`src/rtl/fft_pkg.sv`:
```
// Shared state encoding and default sizing for the FFT stage sequencer.
package fft_pkg;

  typedef enum logic [1:0] {
    ST_IDLE = 2'd0,
    ST_RUN  = 2'd1,
    ST_DONE = 2'd2
  } state_t;

  localparam int FFT_ADDR_W = 10;
  localparam int FFT_N_CH   = 4;

  // Select width never collapses to zero bits, even for two channels.
  function automatic int sel_width(input int n);
    return ($clog2(n) > 1) ? $clog2(n) : 1;
  endfunction

endpackage

```
`src/rtl/chan_dec.sv`:
```
// Binary channel index to one-hot enable; all-zero when disabled or index out of range.
module chan_dec #(
  parameter int N_CH  = 4,
  parameter int SEL_W = 2
) (
  input  logic             en,
  input  logic [SEL_W-1:0] idx,
  output logic [N_CH-1:0]  oh
);

  always_comb begin
    oh = '0;
    for (int i = 0; i < N_CH; i++) begin
      if (en && (idx == SEL_W'(i))) oh[i] = 1'b1;
    end
  end

endmodule

```
`src/rtl/fft_stage_seq.sv`:
```
// Address/channel sequencer for one FFT stage: walks 0..len_m1 on one channel or
// sweeps channels sel_base..N_CH-1 back to back, with stall, done and err pulses.
module fft_stage_seq
  import fft_pkg::*;
#(
  parameter  int ADDR_W = FFT_ADDR_W,
  parameter  int N_CH   = FFT_N_CH,
  localparam int SEL_W  = sel_width(N_CH)
) (
  input  logic              clk,
  input  logic              rst_n,
  input  logic              start,
  input  logic              mode,
  input  logic [SEL_W-1:0]  sel_base,
  input  logic [ADDR_W-1:0] len_m1,
  input  logic              stall,
  output logic              busy,
  output logic [N_CH-1:0]   ch_en,
  output logic [SEL_W-1:0]  ch_idx,
  output logic [ADDR_W-1:0] addr,
  output logic              addr_vld,
  output logic              last,
  output logic              done,
  output logic              err
);

  localparam logic [SEL_W:0]   N_CH_L  = (SEL_W + 1)'(N_CH);
  localparam logic [SEL_W-1:0] LAST_CH = SEL_W'(N_CH - 1);

  state_t            state_q, state_d;
  logic              mode_q, mode_d;
  logic [ADDR_W-1:0] len_q, len_d;
  logic [SEL_W-1:0]  ch_q, ch_d;
  logic [ADDR_W-1:0] addr_q, addr_d;
  logic              vld_q, vld_d;
  logic              last_q, last_d;
  logic              done_q, done_d;
  logic              err_q, err_d;
  logic              busy_q, busy_d;
  logic [N_CH-1:0]   ch_en_q, ch_en_d;
  logic [ADDR_W-1:0] addr_inc;

  assign addr_inc = addr_q + ADDR_W'(1);

  // addr_q always holds the most recently issued address; a stall simply
  // withholds the next advance, so resuming continues from addr_q + 1.
  always_comb begin
    state_d = state_q;
    mode_d  = mode_q;
    len_d   = len_q;
    ch_d    = ch_q;
    addr_d  = addr_q;
    vld_d   = 1'b0;
    last_d  = 1'b0;
    done_d  = 1'b0;
    err_d   = 1'b0;
    busy_d  = 1'b0;
    case (state_q)
      ST_IDLE: begin
        if (start) begin
          if ({1'b0, sel_base} < N_CH_L) begin
            state_d = ST_RUN;
            mode_d  = mode;
            len_d   = len_m1;
            ch_d    = sel_base;
            addr_d  = '0;
            vld_d   = 1'b1;
            last_d  = (len_m1 == '0);
            busy_d  = 1'b1;
          end else begin
            err_d = 1'b1;
          end
        end
      end
      ST_RUN: begin
        busy_d = 1'b1;
        if (!stall) begin
          if (addr_q == len_q) begin
            if (mode_q && (ch_q < LAST_CH)) begin
              ch_d   = ch_q + SEL_W'(1);
              addr_d = '0;
              vld_d  = 1'b1;
              last_d = (len_q == '0);
            end else begin
              state_d = ST_DONE;
              done_d  = 1'b1;
              ch_d    = '0;
              addr_d  = '0;
            end
          end else begin
            addr_d = addr_inc;
            vld_d  = 1'b1;
            last_d = (addr_inc == len_q);
          end
        end
      end
      ST_DONE: begin
        state_d = ST_IDLE;
      end
      default: begin
        state_d = ST_IDLE;
      end
    endcase
  end

  chan_dec #(
    .N_CH  (N_CH),
    .SEL_W (SEL_W)
  ) u_chan_dec (
    .en  (vld_d),
    .idx (ch_d),
    .oh  (ch_en_d)
  );

  always_ff @(posedge clk or negedge rst_n) begin
    if (!rst_n) begin
      state_q <= ST_IDLE;
      mode_q  <= 1'b0;
      len_q   <= '0;
      ch_q    <= '0;
      addr_q  <= '0;
      vld_q   <= 1'b0;
      last_q  <= 1'b0;
      done_q  <= 1'b0;
      err_q   <= 1'b0;
      busy_q  <= 1'b0;
      ch_en_q <= '0;
    end else begin
      state_q <= state_d;
      mode_q  <= mode_d;
      len_q   <= len_d;
      ch_q    <= ch_d;
      addr_q  <= addr_d;
      vld_q   <= vld_d;
      last_q  <= last_d;
      done_q  <= done_d;
      err_q   <= err_d;
      busy_q  <= busy_d;
      ch_en_q <= ch_en_d;
    end
  end

  assign busy     = busy_q;
  assign ch_en    = ch_en_q;
  assign ch_idx   = ch_q;
  assign addr     = addr_q;
  assign addr_vld = vld_q;
  assign last     = last_q;
  assign done     = done_q;
  assign err      = err_q;

endmodule

```
`config.mk`:
```
export PLATFORM = sky130hd
export DESIGN_NAME = fft_stage_seq
export DESIGN_NICKNAME = d
export VERILOG_FILES = /design/src/rtl/fft_pkg.sv /design/src/rtl/chan_dec.sv /design/src/rtl/fft_stage_seq.sv
export SDC_FILE = /design/constraint.sdc
export NUM_CORES = 1
export LEC_CHECK = 0
export ABC_AREA = 1
export BUFFER_PORTS_ARGS = -buffer_cell sky130_fd_sc_hd__buf_2
export CAP_MARGIN = 20
export CORE_MARGIN = 2
export CORE_UTILIZATION = 54
export CTS_BUF_LIST = sky130_fd_sc_hd__clkbuf_16
export DETAILED_ROUTE_END_ITERATION = 10
export HOLD_SLACK_MARGIN = 0.12
export PLACE_DENSITY = 0.76
export SYNTH_ARGS = -nofsm -noshare
export SYNTH_HDL_FRONTEND = slang
export SYNTH_SLANG_ARGS = --single-unit
```
`constraint.sdc`:
```
create_clock -name clk -period 1.9 [get_ports clk]
set_clock_uncertainty 0.2 [all_clocks]
set_input_delay 0.475 -clock clk [delete_from_list [all_inputs] [get_ports clk]]
set_output_delay 0.475 -clock clk [all_outputs]
set_load 0.005 [all_outputs]
```
== Yosys cells after proc, flatten, opt, wreduce, memory -nomap -nowiden ==
Cells that the tools add are included.

* Register bits: 33
* Output and inout bits: 21

* Add/subtract/negate cells: 2
* $lt $le $gt $ge: 1
* Eq/ne operators: 10
* Mux-type cells: 33
* Reduce and logical (&&, ||, !) cells: 13

{| class="wikitable"
|+ Operator list
! operator !! count
|-
| $mux 10 || 3
|-
| $eq 10x10->1 || 2
|-
| $logic_not 10->1 || 2
|-
| $pmux 10 s2 || 1
|-
| $mux 1 || 16
|-
| $mux 2 || 8
|-
| $add 10x1->10 const B || 1
|-
| $ne 2x2->1 const B || 4
|-
| $pmux 2 s2 || 2
|-
| $pmux 1 s2 || 3
|-
| $logic_and 1x1->1 || 5
|-
| $eq 2x1->1 const B || 2
|-
| $eq 2x2->1 const B || 2
|-
| $logic_not 2->1 || 2
|-
| $reduce_and 4->1 || 1
|-
| $reduce_and 3->1 || 1
|-
| $add 2x1->2 const B || 1
|-
| $lt 2x2->1 const B || 1
|-
| $reduce_and 2->1 || 1
|-
| $reduce_bool 2->1 || 1
|}

== Longest topological paths before layout ==
Gate-level depths: netlist (run 1).

* Depth in word-level cells: 9
* Depth in mapped cells: 13

== By module ==
Synthesis (run 1) repeated with hierarchy kept, for this count alone.

* Cell total of the unflattened synthesis: 260
* Area total of the unflattened synthesis: 1938.1 µm²

{| class="wikitable"
|+ By module, submodules not included
! module !! times used !! cells each !! area an instance (µm²)
|-
| fft_stage_seq || 1 || 252 || 1908.1
|-
| chan_dec || 1 || 8 || 30.0
|}

== Worst setup path after synthesis (run 1) ==
No wires, ideal clock.

* Kind: flip-flop to flip-flop
* From: register addr_q[0], in the netlist addr[0]
* To: register last_q, in the netlist last
* Library setup time: 0.065 ns
* Data arrival time: 1.495 ns
* Required time: 1.635 ns
* Path slack: 0.139 ns
* Stages on the path, launching flop included: 11
* Path buffers: 0
* Cells stage by stage: dfrtp_1 > ha_1 > nand4_1 > nor2_1 > nand2_1 > xor2_1 > nor2_1 > nand3_1 > nand2_1 > nand2_1 > nand2_1

* Longest elaborated chain between the ends: 5
* Elaborated cells between the ends (all ways): 6

{| class="wikitable"
|+ Ends and longest elaborated chain
! what !! RTL line !! RTL
|-
| start, declared || fft_stage_seq.sv:34 || <nowiki>logic [ADDR_W-1:0] addr_q, addr_d;</nowiki>
|-
| start signal, assigned || fft_stage_seq.sv:133 || <nowiki>addr_q <= addr_d;</nowiki>
|-
| $add 10x1->10 || fft_stage_seq.sv:43 || <nowiki>assign addr_inc = addr_q + ADDR_W'(1);</nowiki>
|-
| $eq 10x10->1 || fft_stage_seq.sv:93 || <nowiki>last_d = (addr_inc == len_q);</nowiki>
|-
| $mux 1 * || fft_stage_seq.sv:78 || <nowiki>if (addr_q == len_q) begin</nowiki>
|-
| $mux 1 * || fft_stage_seq.sv:77 || <nowiki>if (!stall) begin</nowiki>
|-
| $pmux 1 s2 * || fft_stage_seq.sv:58 || <nowiki>case (state_q)</nowiki>
|-
| net last_d || fft_stage_seq.sv:36 || <nowiki>logic last_q, last_d;</nowiki>
|-
| end signal, assigned || fft_stage_seq.sv:135 || <nowiki>last_q <= last_d;</nowiki>
|-
| end, declared || fft_stage_seq.sv:36 ||
|}

The timed path passes the listed nets; every way through them passes the cells marked *.
A chain may end at the register's enable or synchronous reset.

== Final worst setup path (run 1) ==
Ends and elaborated chain as after synthesis.

==> flow_summary.json, run 1 <==
{
  "crit_arrival_ns": 1.84,
  "clock.fmax_mhz": 545,
  "p_leak_nw": 1.26,
  "layout-drive-gt1-share": 0.345,
  "gp_congestion": 0.878,
  "synthArstFlopShare": 1.00,
  "power_mw": 3.52,
  "cts_tree": "yes",
  "r2r_end": "last",
  "dp_hpwl_um": 3140,
  "grt_pass1_vias": 1555,
  "intPower_mw": 2.25,
  "drt_iter0_drc": 73,
  "irDropWorstVdd_mv": 0.767,
  "synth_cells": 238,
  "reg2reg_setup_slack_ns": 0.07,
  "clkSinkCount": 33,
  "p_clk_frac": 0.293,
  "grt_max_degree": 34,
  "grt_pass1_wl_um": 7180,
  "cts.clk_slew.worst_paths_ns": 0.05,
  "clk_latency_ns": 0.27,
  "r2r_start": "addr[0]",
  "min_period_ns": 1.83,
  "maxCapViolCount": 0,
  "switching_power_mw": 1.26,
  "place.detailed.instances": 331,
  "htreeDepth": 2,
  "min_to": "mode_q",
  "antennaDiodeCount": 0,
  "synthDominantCellAreaShare": 0.449,
  "ys_seq_area_frac": 0.449,
  "root_buffer": "clkbuf_16",
  "p_comb_frac": 0.386,
  "syn_nets": 257,
  "worstSetupPathType": "reg -> reg",
  "syn_avg_cell_area_um2": 7.73,
  "synth_seq_cells": 33,
  "numCtsBuffers": 5,
  "synth.largest_area_cell": "dfrtp_1",
  "fin_crit_sh": 0.965,
  "die_w_um": 62.4,
  "drt-wirelength-per-cell_um": 12.5,
  "cts_buffer_depth": 2,
  "initial_utilization": 0.556,
  "hold_class": "in -> reg",
  "portBuffers": 36,
  "sw_frac_of_total": 0.359,
  "yosysUniqueCellTypes": 29,
  "dr.pass1.iters": 4,
  "wl_um": 4280,
  "finalHoldViolCount": 0,
  "die_h_um": 62.4,
  "grt_usage": 0.237,
  "crit_path_max_fanout": 7,
  "yosys_warnings": 0,
  "antenna_found_initial": 0,
  "area_growth_pct": 33.9,
  "instances_no_fill": 342,
  "ys_top_cells_by_count": "nand2_1, dfrtp_1, nor2_1",
  "status": "completed",
  "p_per_area_nw_per_um2": 1430,
  "drc_errors": 0,
  "rsz0062_at_grt": "yes",
  "synth-edff-count": 0,
  "synth_ff_type": "dfrtp_1",
  "utilization": 0.744,
  "final_nets": 314,
  "min_from": "mode",
  "core_area_um2": 3310,
  "synth_most_common_cell": "nand2_1",
  "setup_viol": 0,
  "crit_path_start_kind": "register",
  "slew_viol_final": 0,
  "synth_area_um2": 1840,
  "grt-ovfl-total": 0,
  "pin_count": 38,
  "r2r_cells": 10,
  "vias": 1747,
  "synth_area_leaders": "dfrtp_1, nand2_1, nor2_1",
  "holdPathStages": 3,
  "ant_nets": 0,
  "pwr-share-seq": 0.320,
  "required_ns": 1.91,
  "end_kind": "register",
  "num_rows": 21,
  "die_area_um2": 3890,
  "vias_per_cell": 5.11
}
-- power groups by stage --
stage                     Sequential (mW)  Combinational (mW)  Clock [mW]
after floorplan                      1.08               0.818           0
after global placement               1.10                1.22           0
after detailed placement             1.11                1.23           0
after CTS                            1.10                1.24        1.04
after global routing                 1.15                1.52        1.09
final                                1.13                1.36        1.03
-- layer usage --
| layer | track usage | vias up | part of all wire |
|---|---|---|---|
| met5 | 0 | - | 0 |
| met4 | 0.111 | 0 | 0.025 |
| met3 | 0.0417 | 11 | 0.059 |
| met2 | 0.353 | 57 | 0.45 |
| met1 | 0.338 | 800 | 0.47 |
| li1 | - | 879 | - |
-- cell usage in the layout (no fill, tap or decap), drive strengths merged --
| cell | n |
|---|---|
| a21oi | 2 |
| a22oi | 1 |
| a31oi | 2 |
| buf | 52 |
| bufinv | 2 |
| clkbuf | 5 |
| clkinv | 1 |
| conb | 1 |
| dfrtp | 33 |
| dlygate4sd3 | 1 |
| ha | 2 |
| inv | 32 |
| nand2 | 69 |
| nand3 | 15 |
| nand3b | 1 |
| nand4 | 7 |
| nor2 | 30 |
| nor3 | 3 |
| nor4 | 3 |
| o21ai | 14 |
| o22ai | 5 |
| o31ai | 1 |
| or2 | 2 |
| xnor2 | 6 |
| xor2 | 6 |
-- metrics by stage --
stage                     setup TNS (ns)  area (µm²)  setup slack [ns]  hold slack, ns
after floorplan                        0        1840             0.139         -0.0206
after global placement                 0        2180            0.0985           0.242
after detailed placement               0        2180            0.0598           0.242
after CTS                              0        2380            0.0322           0.210
after global routing             -0.0646        2460           -0.0544           0.220
final                                  0        2460            0.0667           0.207
-- repair_timing --
action                     in CTS  in global routing
hold buffers                    1                  0
resized for setup               0                 21
setup endpoints to repair       0                 17
hold endpoints to repair       33                  0
buffers inserted                0                  2
-- worst max path at each step --
stage | startpoint | endpoint | slack, ns | depth (start not counted)
after floorplan | addr[0] | last | 0.14 | 10
after global placement | addr[3] | state_q[0] | 0.1 | 10
after detailed placement | addr[0] | last | 0.06 | 12
after CTS | addr[0] | last | 0.03 | 10
after global routing | addr[0] | last | -0.05 | 12
final | addr[0] | last | 0.07 | 10
-- critical path, cell delays in order (launching register included) --
cell	delay (ns)
dfrtp_2	0.44
ha_4	0.16
nand4_1	0.20
nor2_2	0.18
nand2_1	0.11
xor2_1	0.15
nor2_1	0.10
nand3_1	0.07
nand2_1	0.06
nand2_1	0.04
nand2_1	0.06
-- registers in the layout, summed over array words and instances (netlist names), 2 cells and up --
signal,cells
addr,10
len_q,10
ch_en,4
ch_idx,2
state_q,2
-- cell families after synthesis --
kind of cell | share of synthesized area
AO/OA/AOI/OAI | 0.0776
XOR/XNOR | 0.0571
adder cells (fa/ha/maj) | 0.0136
buffers and inverters | 0.0735
flip-flops | 0.449
other | 0.00204
AND/OR/NAND/NOR | 0.327
-- final cells by class --
class	instances	area [µm²]
Inverter	32	120
Clock buffer	5	125
Timing Repair Buffer	53	323
Tap cell	46	57.6
Fill cell	274	847
Sequential cell	33	832
Clock inverter	3	65.1
Multi-Input combinational cell	170	941
Note: power is estimated with default switching activity, not from simulation.
==> run 2: changes to the inputs <==
==> constraint.sdc (replaced) <==
create_clock -name clk -period 1.9 [get_ports clk]
set_clock_uncertainty 0.2 [all_clocks]
set_input_delay 0.475 -clock clk [delete_from_list [all_inputs] [get_ports clk]]
set_output_delay 0.475 -clock clk [all_outputs]
set_load 0.05 [all_outputs]
==> run 2 against run 1 <==
  * Register-to-register slack about the same
  * Fmax increased by 0.24%
  * Clock power decreased by 24%
  * Global-route usage increased by 1.2 points
  * Sequential share of layout area increased by 1.3 points
  * Critical path depth decreased by 1
  * Sequential power about the same
  * Cell count decreased by 1.2%
  * Power increased by 3.9%
  * Die area unchanged
  * Non-clock buffer count decreased by 4
  * Critical endpoint is now state_q[0]
  * Highest routed layer unchanged
==> flow_summary.json, run 2 (synthesis gave the netlist of run 1 again) <==
{
  "status": "completed",
  "wl_um": 4470,
  "pin_count": 38,
  "rsz0062_at_grt": "yes",
  "drt-wirelength-per-cell_um": 13.2,
  "vias": 1732,
  "crit_family": "simple AND/OR/NAND/NOR gates",
  "grt_pass1_wl_um": 7430,
  "final_nets": 310,
  "dr.pass1.iters": 4,
  "final_cell_mix": "nand2_1, buf_2, inv_1",
  "min_period_ns": 1.83,
  "initial_utilization": 0.556,
  "switching_power_mw": 1.68,
  "clock.fmax_mhz": 547,
  "crit_path_start_kind": "register",
  "cts_tree": "yes",
  "cp_slowest_cell": "dfrtp_2",
  "drt_iter0_drc": 143,
  "numCtsBuffers": 5,
  "grt-ovfl-total": 0,
  "multi_input_area_um2": 943,
  "hold_class": "in -> reg",
  "area_growth_pct": 30.3,
  "num_rows": 21,
  "antennaDiodeCount": 0,
  "intPower_mw": 1.97,
  "cp_cell_sequence": "nand2_1 -> nand2_2 -> nor2_4 -> nand2_2 -> nor2_4 -> nand3_2 -> or2_4 -> o21ai_2 -> inv_1",
  "finalHoldViolCount": 0,
  "irDropWorstVdd_mv": 0.742,
  "end_kind": "register",
  "core_area_um2": 3310,
  "fillCellCount": 270,
  "ant_nets": 0,
  "clkSinkCount": 33,
  "drc_errors": 0,
  "grt_pass1_vias": 1600,
  "slew_viol_final": 0,
  "cpPeakStageDelay_ns": 0.44,
  "p_clk_frac": 0.213,
  "setup_tns_ns": 0,
  "root_buffer": "clkbuf_16",
  "path_buf_inv": 1,
  "fin_crit_sh": 0.963,
  "sw_frac_of_total": 0.461,
  "crit_arrival_ns": 1.80,
  "power_mw": 3.65,
  "vias_per_cell": 5.12,
  "pwr-share-seq": 0.313,
  "die_area_um2": 3890,
  "portBuffers": 36,
  "gp_congestion": 0.908,
  "setup_viol": 0,
  "crit_path_max_fanout": 6,
  "final_common_cell": "nand2_1",
  "antenna_found_initial": 0,
  "maxCapViolCount": 0,
  "grt_max_degree": 18,
  "clk_latency_ns": 0.28,
  "register_area_um2": 840,
  "required_ns": 1.88,
  "die_h_um": 62.4,
  "cts_buffer_depth": 2,
  "p_leak_nw": 1.20,
  "dp_hpwl_um": 3250,
  "r2r_start": "addr[3]",
  "critPathLaunch": "addr[3]",
  "htreeDepth": 2,
  "grt_usage": 0.249,
  "p_comb_frac": 0.473,
  "worstSetupPathType": "reg -> reg",
  "min_from": "mode",
  "cts.clk_slew.worst_paths_ns": 0.05,
  "layout-drive-gt1-share": 0.349,
  "die_w_um": 62.4,
  "p_per_area_nw_per_um2": 1520,
  "reg2reg_setup_slack_ns": 0.07
}
## run 2: power by group through the flow
stage | Clock (mW) | Combinational [mW] | Sequential (mW)
5_1_grt | 0.833 | 1.89 | 1.17
3_3_place_gp | 0 | 1.58 | 1.13
3_5_place_dp | 0 | 1.61 | 1.14
2_1_floorplan | 0 | 0.837 | 1.50
4_1_cts | 0.789 | 1.62 | 1.13
6_report | 0.779 | 1.73 | 1.14
## run 2: cell type report
type	instances	area share
inverters	32	0.0501
multi-input cells	170	0.394
clock buffers	5	0.0522
clock inverters	3	0.00731
well taps	46	0.0240
repair buffers	49	0.122
flip-flops and latches	33	0.350
## run 2: routing by layer
metal | vias up | global-route usage | share of wire | wire [µm]
li1 | 865 | - | - | -
met1 | 795 | 0.340 | 0.44 | 1990
met2 | 65 | 0.393 | 0.49 | 2170
met3 | 7 | 0.0580 | 0.053 | 238
met4 | 0 | 0.0889 | 0.015 | 68
met5 | - | 0 | 0 | 0
## run 2: worst paths after layout
kind | to | cells after the start
max | state_q[0] | 9
min | mode_q | 3
max reg2reg | state_q[0] | 9
min reg2reg | mode_q | 2
max in group asynchronous | len_q[3] | 3
min in group asynchronous | addr[3] | 2
## run 2: metrics by stage
stage | utilization | std cells | instance area (µm²) | worst slack (ns) | hold WS [ns]
floorplan | - | 238 | 1860 | 0.0138 | -0.0206
global placement | 0.655 | 326 | 2170 | 0.0964 | 0.225
detailed placement | 0.655 | 326 | 2170 | 0.0540 | 0.227
CTS | 0.701 | 335 | 2320 | 0.0334 | 0.203
global route | 0.724 | 338 | 2400 | -0.0600 | 0.229
finish | 0.724 | 338 | 2400 | 0.0712 | 0.204
## run 2: worst reg2reg max path: cells and delay by family (launching register included)
kind,cells,cell delay [ns]
compound gates,1,0.11
flops,1,0.44
simple gates,7,0.94
buf+inv,1,0.04
## run 2: what timing repair did
action	4_1_cts	5_1_grt
hold buffers	1	0
gates resized for setup	0	13
buffers inserted	0	3
endpoints found under the setup margin	0	19
hold endpoints to repair	16	0
